`src/rtl/noc_arb_pkg.sv`:
```
// Shared definitions for the NoC output-port arbiters.
// The package holds the port count, the FSM state type, the reset priority and the one-hot helpers.
package noc_arb_pkg;

    localparam int unsigned N_PORTS = 4;
    localparam int unsigned IDX_W   = 2;

    localparam logic [N_PORTS-1:0] RST_PRIORITY = 4'b0001;

    typedef enum logic [1:0] {
        IDLE    = 2'd0,
        GRANT   = 2'd1,
        RELEASE = 2'd2
    } rr_state_e;

    function automatic logic is_onehot4(input logic [N_PORTS-1:0] v);
        int unsigned n;
        n = 0;
        for (int unsigned i = 0; i < N_PORTS; i++) begin
            if (v[i]) n++;
        end
        return (n == 1);
    endfunction

    function automatic logic [IDX_W-1:0] onehot_to_idx(input logic [N_PORTS-1:0] v);
        logic [IDX_W-1:0] idx;
        idx = '0;
        for (int unsigned i = 0; i < N_PORTS; i++) begin
            if (v[i]) idx = idx | IDX_W'(i);
        end
        return idx;
    endfunction

endpackage

```
`src/rtl/rr_pick_4.sv`:
```
// Combinational circular priority search over four requesters.
// The search starts at the one-hot priority position and moves upward, wrapping from 3 to 0.
module rr_pick_4
    import noc_arb_pkg::*;
(
    input  logic [N_PORTS-1:0] req_i,
    input  logic [N_PORTS-1:0] priority_order_i,
    output logic [N_PORTS-1:0] grant_oh_o,
    output logic [IDX_W-1:0]   grant_idx_o,
    output logic               valid_o
);

    logic [N_PORTS-1:0] w_prio;
    logic [IDX_W-1:0]   w_start;
    logic [IDX_W-1:0]   w_cand;

    always_comb begin
        w_prio      = is_onehot4(priority_order_i) ? priority_order_i : RST_PRIORITY;
        w_start     = onehot_to_idx(w_prio);
        w_cand      = '0;
        grant_oh_o  = '0;
        grant_idx_o = '0;
        valid_o     = 1'b0;
        // The 2-bit add wraps modulo 4, which gives the circular search order.
        for (int unsigned i = 0; i < N_PORTS; i++) begin
            w_cand = w_start + IDX_W'(i);
            if (!valid_o && req_i[w_cand]) begin
                valid_o             = 1'b1;
                grant_oh_o[w_cand]  = 1'b1;
                grant_idx_o         = w_cand;
            end
        end
    end

endmodule

```
`src/rtl/rr_grant_ctrl.sv`:
```
// Four-port round-robin wormhole grant controller.
// A grant is held from the head flit to the tail flit. Tail acceptance pulses change_order_o so the priority register rotates.
module rr_grant_ctrl
    import noc_arb_pkg::*;
#(
    parameter int unsigned CNT_W = 8
) (
    input  logic                clk,
    input  logic                reset,
    input  logic [N_PORTS-1:0]  req_i,
    input  logic [N_PORTS-1:0]  flit_valid_i,
    input  logic [N_PORTS-1:0]  flit_tail_i,
    input  logic [N_PORTS-1:0]  priority_order_i,
    input  logic                out_ready_i,
    output logic [N_PORTS-1:0]  grant_o,
    output logic [IDX_W-1:0]    grant_idx_o,
    output logic [N_PORTS-1:0]  in_ready_o,
    output logic                out_valid_o,
    output logic                change_order_o,
    output logic                busy_o,
    output logic [CNT_W-1:0]    pkt_flits_o
);

    rr_state_e          r_state;
    logic [N_PORTS-1:0] r_grant;
    logic [IDX_W-1:0]   r_grant_idx;
    logic               r_change_order;
    logic [CNT_W-1:0]   r_cnt;
    logic [CNT_W-1:0]   r_pkt_flits;

    logic [N_PORTS-1:0] w_pick_oh;
    logic [IDX_W-1:0]   w_pick_idx;
    logic               w_pick_valid;
    logic               w_xfer;
    logic               w_tail;
    logic [CNT_W-1:0]   w_cnt_next;

    rr_pick_4 u_pick (
        .req_i            (req_i),
        .priority_order_i (priority_order_i),
        .grant_oh_o       (w_pick_oh),
        .grant_idx_o      (w_pick_idx),
        .valid_o          (w_pick_valid)
    );

    assign w_xfer     = (|(r_grant & flit_valid_i)) & out_ready_i;
    assign w_tail     = |(r_grant & flit_valid_i & flit_tail_i);
    assign w_cnt_next = (r_cnt == '1) ? r_cnt : r_cnt + CNT_W'(1);

    always_ff @(posedge clk) begin
        if (reset) begin
            r_state        <= IDLE;
            r_grant        <= '0;
            r_grant_idx    <= '0;
            r_change_order <= 1'b0;
            r_cnt          <= '0;
            r_pkt_flits    <= '0;
        end else begin
            r_change_order <= 1'b0;
            unique case (r_state)
                IDLE: begin
                    if (w_pick_valid) begin
                        r_grant     <= w_pick_oh;
                        r_grant_idx <= w_pick_idx;
                        r_state     <= GRANT;
                    end
                end
                GRANT: begin
                    if (w_xfer) begin
                        r_cnt <= w_cnt_next;
                        if (w_tail) begin
                            r_grant        <= '0;
                            r_grant_idx    <= '0;
                            r_change_order <= 1'b1;
                            r_state        <= RELEASE;
                        end
                    end
                end
                RELEASE: begin
                    // The counter already includes the tail flit here.
                    r_pkt_flits <= r_cnt;
                    r_cnt       <= '0;
                    r_state     <= IDLE;
                end
                default: r_state <= IDLE;
            endcase
        end
    end

    assign grant_o        = r_grant;
    assign grant_idx_o    = r_grant_idx;
    assign in_ready_o     = r_grant & {N_PORTS{out_ready_i}};
    assign out_valid_o    = |(r_grant & flit_valid_i);
    assign change_order_o = r_change_order;
    assign busy_o         = (r_state != IDLE);
    assign pkt_flits_o    = r_pkt_flits;

endmodule

```
`config.mk`:
```
export PLATFORM = sky130hd
export DESIGN_NAME = rr_grant_ctrl
export DESIGN_NICKNAME = d
export VERILOG_FILES = /design/src/rtl/noc_arb_pkg.sv /design/src/rtl/rr_pick_4.sv /design/src/rtl/rr_grant_ctrl.sv
export SDC_FILE = /design/constraint.sdc
export NUM_CORES = 1
export LEC_CHECK = 0
export CORE_ASPECT_RATIO = 0.8
export CORE_MARGIN = 3
export CORE_UTILIZATION = 54
export CTS_CLUSTER_SIZE = 25
export DETAILED_ROUTE_END_ITERATION = 10
export GPL_TIMING_DRIVEN = 0
export PLACE_DENSITY = 0.95
export SYNTH_ARGS = -nofsm -noshare
export SYNTH_HDL_FRONTEND = slang
export SYNTH_SLANG_ARGS = --single-unit
```
`constraint.sdc`:
```
create_clock -name clk -period 10.95 [get_ports clk]
set_clock_uncertainty 0.2 [all_clocks]
set_input_delay 2.19 -clock clk [delete_from_list [all_inputs] [get_ports clk]]
set_output_delay 2.19 -clock clk [all_outputs]
set_load 0.02 [all_outputs]
```
==> flow_summary_export.csv, run 1 <==
group,metric,value,unit
setup_path,ff2ff_setup_slack,8.54,ns
clocking,hold_buffers,0,
logic_synthesis,synth_area,0.001800,mm²
final_layout,insertedDiodeCount,0,
setup_path,cp_cell_sequence,"clkdlybuf4s50_1, inv_1, ha_1, buf_2, xor2_1, ha_1, and2b_1, a221oi_4, nor2_1, nand2_1, inv_1, ha_1, clkbuf_2, mux4_2, buf_4, nand2_1, o311ai_1, o2111a_1, a221o_1",
final_layout,drive_gt1_frac,0.09195,
setup_path,critPathMaxFanout,10,
setup_path,cp-end-kind,"flip-flop",
timing,slew_headroom,0.6187,
status,status,"complete, no violations",
timing,min_period,6.589,ns
timing,drv_slew,0,
clocking,cts_max_path_buffers,2,
logic_synthesis,synthCells,219,
detailed_routing,drc_errors,0,
logic_synthesis,synthFlopType,"dfxtp_1",
logic_synthesis,ys_seq_elements,25,
power_and_ir_drop,p_leak,0.8733,nW
timing,max_clock_freq,151.8,MHz
setup_path,critPathLaunchType,"input port",
setup_path,r2r_start,"grant_o[0]$_SDFFE_PP0P_",
global_route,grt_max_degree,15,
setup_path,ff2ff_path_depth,8,
global_route,grt_pass1_wl,6637,µm
final_layout,fillers,233,
floorplan,initial_core_util,0.5751,
clocking,h-tree-depth,1,
setup_path,required,10.91,ns
setup_path,critPathKind,"input port to flip-flop",
clocking,root_buffer,"clkbuf_8",
timing,min_period_over_period,0.6017,
setup_path,rr_endpoint,"r_cnt[7]$_SDFFE_PP0P_",
timing,worst_pin_slew,0.5677,ns
clocking,cts_setup_buffers,0,
logic_synthesis,ys_async_sr_fraction,0,
place,hpwl,3078,µm
clocking,cts_resized,0,
detailed_routing,first_pass_iters,4,
hold_path,worstHoldPathType,"flip-flop to flip-flop",
hold_path,min-delay-start,"pkt_flits_o[1]$_SDFFE_PP0P_",
power_and_ir_drop,ir_drop,0.00007335,V
floorplan,ioPinCount,40,
place,pre_cts_slack,4.077,ns
detailed_routing,num_vias,1688,
setup_path,cp.arrival,6.55,ns
logic_synthesis,synth_edf_count,0,
final_layout,nNetsFinal,293,
timing,timing.setup.tns,0,ns
clocking,worstSkewPairLatency,0.26,ns
floorplan,core_area,0.003131,mm²
detailed_routing,drt-initial-drc-count,97,
hold_path,hold_end,"pkt_flits_o[1]$_SDFFE_PP0P_",
detailed_routing,final_antenna_net_count,0,
hold_path,whs_path_depth,2,
clocking,cts_buffers,3,
floorplan,std_cell_rows,18,
job,drv_cap,0,
global_route,grt_util_all_layers,0.1959,
clocking,cts_tree,"done",
global_route,antenna_found_initial,0,
floorplan,die_area,0.004067,mm²
setup_path,cp_slowest_cell,"mux4_2",
timing,hold_viol_final,0,
timing,final-setup-viol-count,0,
global_route,grt_pass1_vias,1520,
setup_path,cp_slowest_stage_delay,0.54,ns
global_route,overflow,0,
logic_synthesis,syn-mean-instance-area,8.221,µm²
logic_synthesis,synth_fp_nets,250,
place,port_buffers,38,
logic_synthesis,synth_warnings,0,
floorplan,die_h,57.65,µm
detailed_routing,detail_route.vias_per_cell,5.608,
detailed_routing,wire_per_inst,13.02,µm
clocking,path_clk_slew,0.08,ns
setup_path,crit_start,"priority_order_i[1]",
timing,setup_ws,4.361,ns
clocking,cts.sink_count,25,
floorplan,dieWidth,70.56,µm
logic_synthesis,ys_seq_area_frac,0.2780,
place,routabilityCongestion,0.8390,
timing,rsz0062_at_grt,"false",
logic_synthesis,ys_types,56,
final_layout,fin_util,0.7274,
setup_path,cp_common_cell,"ha_1",
final_layout,syn_to_final_growth,26.48,%
power_and_ir_drop,cellPowerDensity,108.4,mW/mm²
detailed_routing,finalWirelength,3919,µm
worst max-delay path by stage:
| stage | end | slack (ns) | cells after the start |
|---|---|---|---|
| after floorplan | grant_o[0]$_SDFFE_PP0P_ | 4.95 | 18 |
| after global placement | grant_o[1]$_SDFFE_PP0P_ | 4.16 | 19 |
| after detailed placement | grant_o[0]$_SDFFE_PP0P_ | 4.08 | 19 |
| after CTS | grant_o[0]$_SDFFE_PP0P_ | 4.33 | 19 |
| after global routing | grant_o[0]$_SDFFE_PP0P_ | 4.08 | 19 |
| final | grant_o[1]$_SDFFE_PP0P_ | 4.36 | 19 |
report_power, final:
part	switching [mW]	leakage (nW)	internal, mW
registers	0.00402	0.203	0.0946
logic	0.0511	0.645	0.0442
clock network	0.0274	0.0255	0.0254
registers in the layout (all words and copies together), names as in the netlist:
register	flops
r_cnt	8
pkt_flits_o	8
change_order_o	1
r_state	2
grant_idx_o	2
grant_o	4
worst max-delay path, delay by kind of cell:
| kind | cells | cell delay (ns) |
|---|---|---|
| AO/OA/AOI/OAI | 4 | 0.88 |
| XOR/XNOR | 1 | 0.16 |
| adder cells (fa/ha/maj) | 3 | 0.84 |
| buffers and inverters | 6 | 1.26 |
| multiplexers | 1 | 0.54 |
| AND/OR/NAND/NOR | 4 | 0.68 |
layout make-up:
type                            instances  area (µm²)  area share
Inverter                               15       56.30     0.02473
Sequential cell                        25       500.5      0.2198
Timing Repair Buffer                   38       380.4      0.1670
Clock buffer                            3       41.29     0.01813
Tap cell                               40       50.05     0.02198
Buffer                                 11       61.31     0.02692
Multi-Input combinational cell        168        1182      0.5192
Clock inverter                          1       5.005    0.002198
through the flow:
| stage | hold WS, ns | instances | power, mW | area (µm²) |
|---|---|---|---|---|
| finish | 0.2564 | 301 | 0.2468 | 2277 |
| detailed placement | 0.2495 | 297 | 0.1954 | 2231 |
| global route | 0.2788 | 301 | 0.2607 | 2277 |
| global placement | 0.2452 | 297 | 0.1936 | 2231 |
| floorplan | 0.2565 | 219 | 0.1656 | 1800 |
| CTS | 0.2610 | 301 | 0.2479 | 2277 |
layer usage:
metal	GRT usage	routed length, µm
met1	0.2716	1879
met3	0.04333	262
met4	0.03217	31
met5	0	0
met2	0.3227	1746
cell usage after synthesis (all sizes together), types with 4 or more instances:
library cell	instances	share of area
o311ai	5	0.024
o2111a	4	0.025
a21oi	17	0.047
nand3	11	0.033
clkbuf	5	0.012
nor3	6	0.022
inv	15	0.031
and2	4	0.014
o21ai	7	0.019
xor2	5	0.024
nand2	31	0.065
a221o	6	0.033
dfxtp	25	0.28
buf	6	0.022
mux2i	5	0.028
nor2	15	0.031
ha	12	0.083
cell usage in the layout, fill, tap and decap left out, types with 5 or more instances in the layout:
master,synthesis,layout
dfxtp_1,25,25
clkdlybuf4s50_1,0,38
xor2_1,5,5
a221o_1,6,6
a21oi_1,17,17
ha_1,12,12
nand3_1,10,10
mux2i_1,5,5
inv_1,14,14
nand2_1,31,31
nor2_1,15,15
cell families after synthesis:
group	synth area share
buffers and inverters	0.06532
AO/OA/AOI/OAI	0.2488
XOR/XNOR	0.03405
AND/OR/NAND/NOR	0.2418
flip-flops	0.2780
multiplexers	0.04864
adder cells (fa/ha/maj)	0.08339
Power figures use the tool's default switching activity.
==> run 2, diff against run 1 <==
--- a/config.mk
+++ b/config.mk
@@ -7,11 +7,11 @@
 export LEC_CHECK = 0
 export CORE_ASPECT_RATIO = 0.8
 export CORE_MARGIN = 3
-export CORE_UTILIZATION = 54
+export CORE_UTILIZATION = 51
 export CTS_CLUSTER_SIZE = 25
 export DETAILED_ROUTE_END_ITERATION = 10
 export GPL_TIMING_DRIVEN = 0
-export PLACE_DENSITY = 0.95
+export PLACE_DENSITY = 0.91
 export SYNTH_ARGS = -nofsm -noshare
 export SYNTH_HDL_FRONTEND = slang
 export SYNTH_SLANG_ARGS = --single-unit
==> constraint.sdc (replaced) <==
create_clock -name clk -period 6.7 [get_ports clk]
set_clock_uncertainty 0.2 [all_clocks]
set_input_delay 1.34 -clock clk [delete_from_list [all_inputs] [get_ports clk]]
set_output_delay 1.34 -clock clk [all_outputs]
set_load 0.02 [all_outputs]
==> flow_summary_export.csv, run 2 (synthesis gave the netlist of run 1 again) <==
group,metric,value,unit
timing,drv_slew,0,
floorplan,initial_core_util,0.5591,
floorplan,die_area,0.004284,mm²
final_layout,regArea,500.5,µm²
timing,rsz0062_at_grt,"false",
clocking,root_buffer,"clkbuf_8",
power_and_ir_drop,ir_drop,0.0001039,V
detailed_routing,final_antenna_net_count,0,
clocking,h-tree-depth,1,
final_layout,final_common_cell,"clkdlybuf4s50_1",
global_route,grt_util_all_layers,0.2101,
timing,min_period_over_period,0.8600,
setup_path,cp_slowest_stage_delay,0.54,ns
place,hpwl,3280,µm
timing,max_clock_freq,173.6,MHz
clocking,cts_resized,0,
global_route,grt_pass1_vias,1646,
setup_path,cp.arrival,5.73,ns
final_layout,fillers,266,
floorplan,std_cell_rows,18,
final_layout,syn_to_final_growth,26.41,%
timing,min_period,5.762,ns
detailed_routing,first_pass_iters,4,
setup_path,cp-end-kind,"flip-flop",
global_route,antenna_found_initial,0,
setup_path,cp_common_cell,"ha_1",
clocking,path_clk_slew,0.09,ns
timing,hold_viol_final,0,
clocking,cts_max_path_buffers,2,
timing,timing.setup.tns,0,ns
clocking,hold_buffers,0,
status,status,"complete, no violations",
detailed_routing,detail_route.vias_per_cell,5.678,
place,routabilityCongestion,0.8001,
floorplan,dieWidth,72.43,µm
floorplan,core_area,0.003221,mm²
power_and_ir_drop,p_leak,0.8706,nW
detailed_routing,drc_errors,0,
detailed_routing,finalWirelength,4162,µm
setup_path,required,6.66,ns
timing,final-setup-viol-count,0,
final_layout,insertedDiodeCount,0,
detailed_routing,num_vias,1709,
timing,worst_pin_slew,0.5334,ns
detailed_routing,drt-initial-drc-count,91,
global_route,overflow,0,
setup_path,crit_end,"grant_o[3]$_SDFFE_PP0P_",
place,pre_cts_slack,0.6851,ns
final_layout,nNetsFinal,293,
final_layout,final_cell_mix,"clkdlybuf4s50_1 (38), nand2_1 (31), dfxtp_1 (25), a21oi_1 (17), nor2_1 (15)",
setup_path,critPathLaunchType,"input port",
job,drv_cap,0,
floorplan,die_h,59.15,µm
hold_path,worstHoldPathType,"flip-flop to flip-flop",
setup_path,rr_endpoint,"r_cnt[7]$_SDFFE_PP0P_",
global_route,grt_pass1_wl,7182,µm
setup_path,ff2ff_setup_slack,4.26,ns
floorplan,ioPinCount,40,
setup_path,crit_start,"priority_order_i[1]",
setup_path,r2r_start,"grant_o[0]$_SDFFE_PP0P_",
setup_path,cp_slowest_cell,"mux4_2",
hold_path,min-delay-start,"pkt_flits_o[0]$_SDFFE_PP0P_",
final_layout,multi_input_area,0.001182,mm²
clocking,worstSkewPairLatency,0.27,ns
detailed_routing,wire_per_inst,13.83,µm
setup_path,critPathMaxFanout,10,
clocking,cts_setup_buffers,0,
setup_path,critPathKind,"input port to flip-flop",
clocking,cts.sink_count,25,
final_layout,drive_gt1_frac,0.08812,
global_route,grt_max_degree,14,
power_and_ir_drop,cellPowerDensity,179.0,mW/mm²
setup_path,ff2ff_path_depth,8,
timing,slew_headroom,0.6417,
clocking,cts_buffers,3,
timing,setup_ws,0.9382,ns
clocking,cts_tree,"done",
setup_path,cp_cell_sequence,"clkdlybuf4s50_1, inv_1, ha_1, buf_2, xor2_1, ha_1, and2b_1, a211oi_2, nor2_1, nand2_1, inv_1, ha_1, clkbuf_2, mux4_2, buf_4, nand2_1, o311ai_1, o2111a_1, a221o_1",
place,port_buffers,38,
run 2: cell types whose count changed in the layout (fill, tap and decap cells not counted), sizes merged:
| cell | delta |
|---|---|
| clkbuf | +1 |
| clkinv | -1 |
run 2: worst max-delay path, delay by kind of cell:
| kind | cells | cell delay [ns] |
|---|---|---|
| and+or+nand+nor | 4 | 0.68 |
| adders and majority gates | 3 | 0.83 |
| muxes | 1 | 0.54 |
| buffers and inverters | 6 | 1.26 |
| xor gates and xnor gates | 1 | 0.16 |
| AOI/OAI and AO/OA | 4 | 0.89 |
run 2: how the worst min path moves through the flow:
| stage | cells past startpoint | end | slack [ns] |
|---|---|---|---|
| after detailed placement | 2 | pkt_flits_o[0]$_SDFFE_PP0P_ | 0.25 |
| final | 2 | pkt_flits_o[0]$_SDFFE_PP0P_ | 0.25 |
| after global routing | 2 | pkt_flits_o[0]$_SDFFE_PP0P_ | 0.29 |
| after CTS | 2 | pkt_flits_o[0]$_SDFFE_PP0P_ | 0.26 |
| after floorplan | 2 | pkt_flits_o[6]$_SDFFE_PP0P_ | 0.26 |
| after global placement | 2 | pkt_flits_o[0]$_SDFFE_PP0P_ | 0.25 |
run 2: per-stage QoR:
stage / cell area (µm²) / power (mW) / hold slack [ns] / instances / utilization
after global routing: 2276 / 0.4341 / 0.2854 / 301 / 0.7067
after floorplan: 1800 / 0.2706 / 0.2565 / 219 / -
after detailed placement: 2231 / 0.3213 / 0.2485 / 297 / 0.6927
after global placement: 2231 / 0.3161 / 0.2455 / 297 / 0.6927
final: 2276 / 0.4074 / 0.2548 / 301 / 0.7067
after CTS: 2276 / 0.4082 / 0.2598 / 301 / 0.7067
run 2: cell type report:
| cell class | instances | area share |
|---|---|---|
| multi-input cells | 168 | 0.5195 |
| flip-flops and latches | 25 | 0.2199 |
| repair buffers | 38 | 0.1671 |
| plain buffers | 11 | 0.02694 |
| inverters | 15 | 0.02474 |
| well taps | 40 | 0.02199 |
| clock buffers | 4 | 0.01979 |
run 2: where the power goes:
group	total (mW)	internal, mW	switching, mW
registers	0.162	0.155	0.00691
logic	0.158	0.0723	0.0855
clock network	0.0881	0.0425	0.0456
run 2: per-layer routing:
layer,vias up,global-route usage,wire length (µm)
li1,879,-,-
met1,782,0.2672,1921
met2,42,0.3593,1978
met3,6,0.04915,233
met4,0,0.05789,27
met5,-,0,0
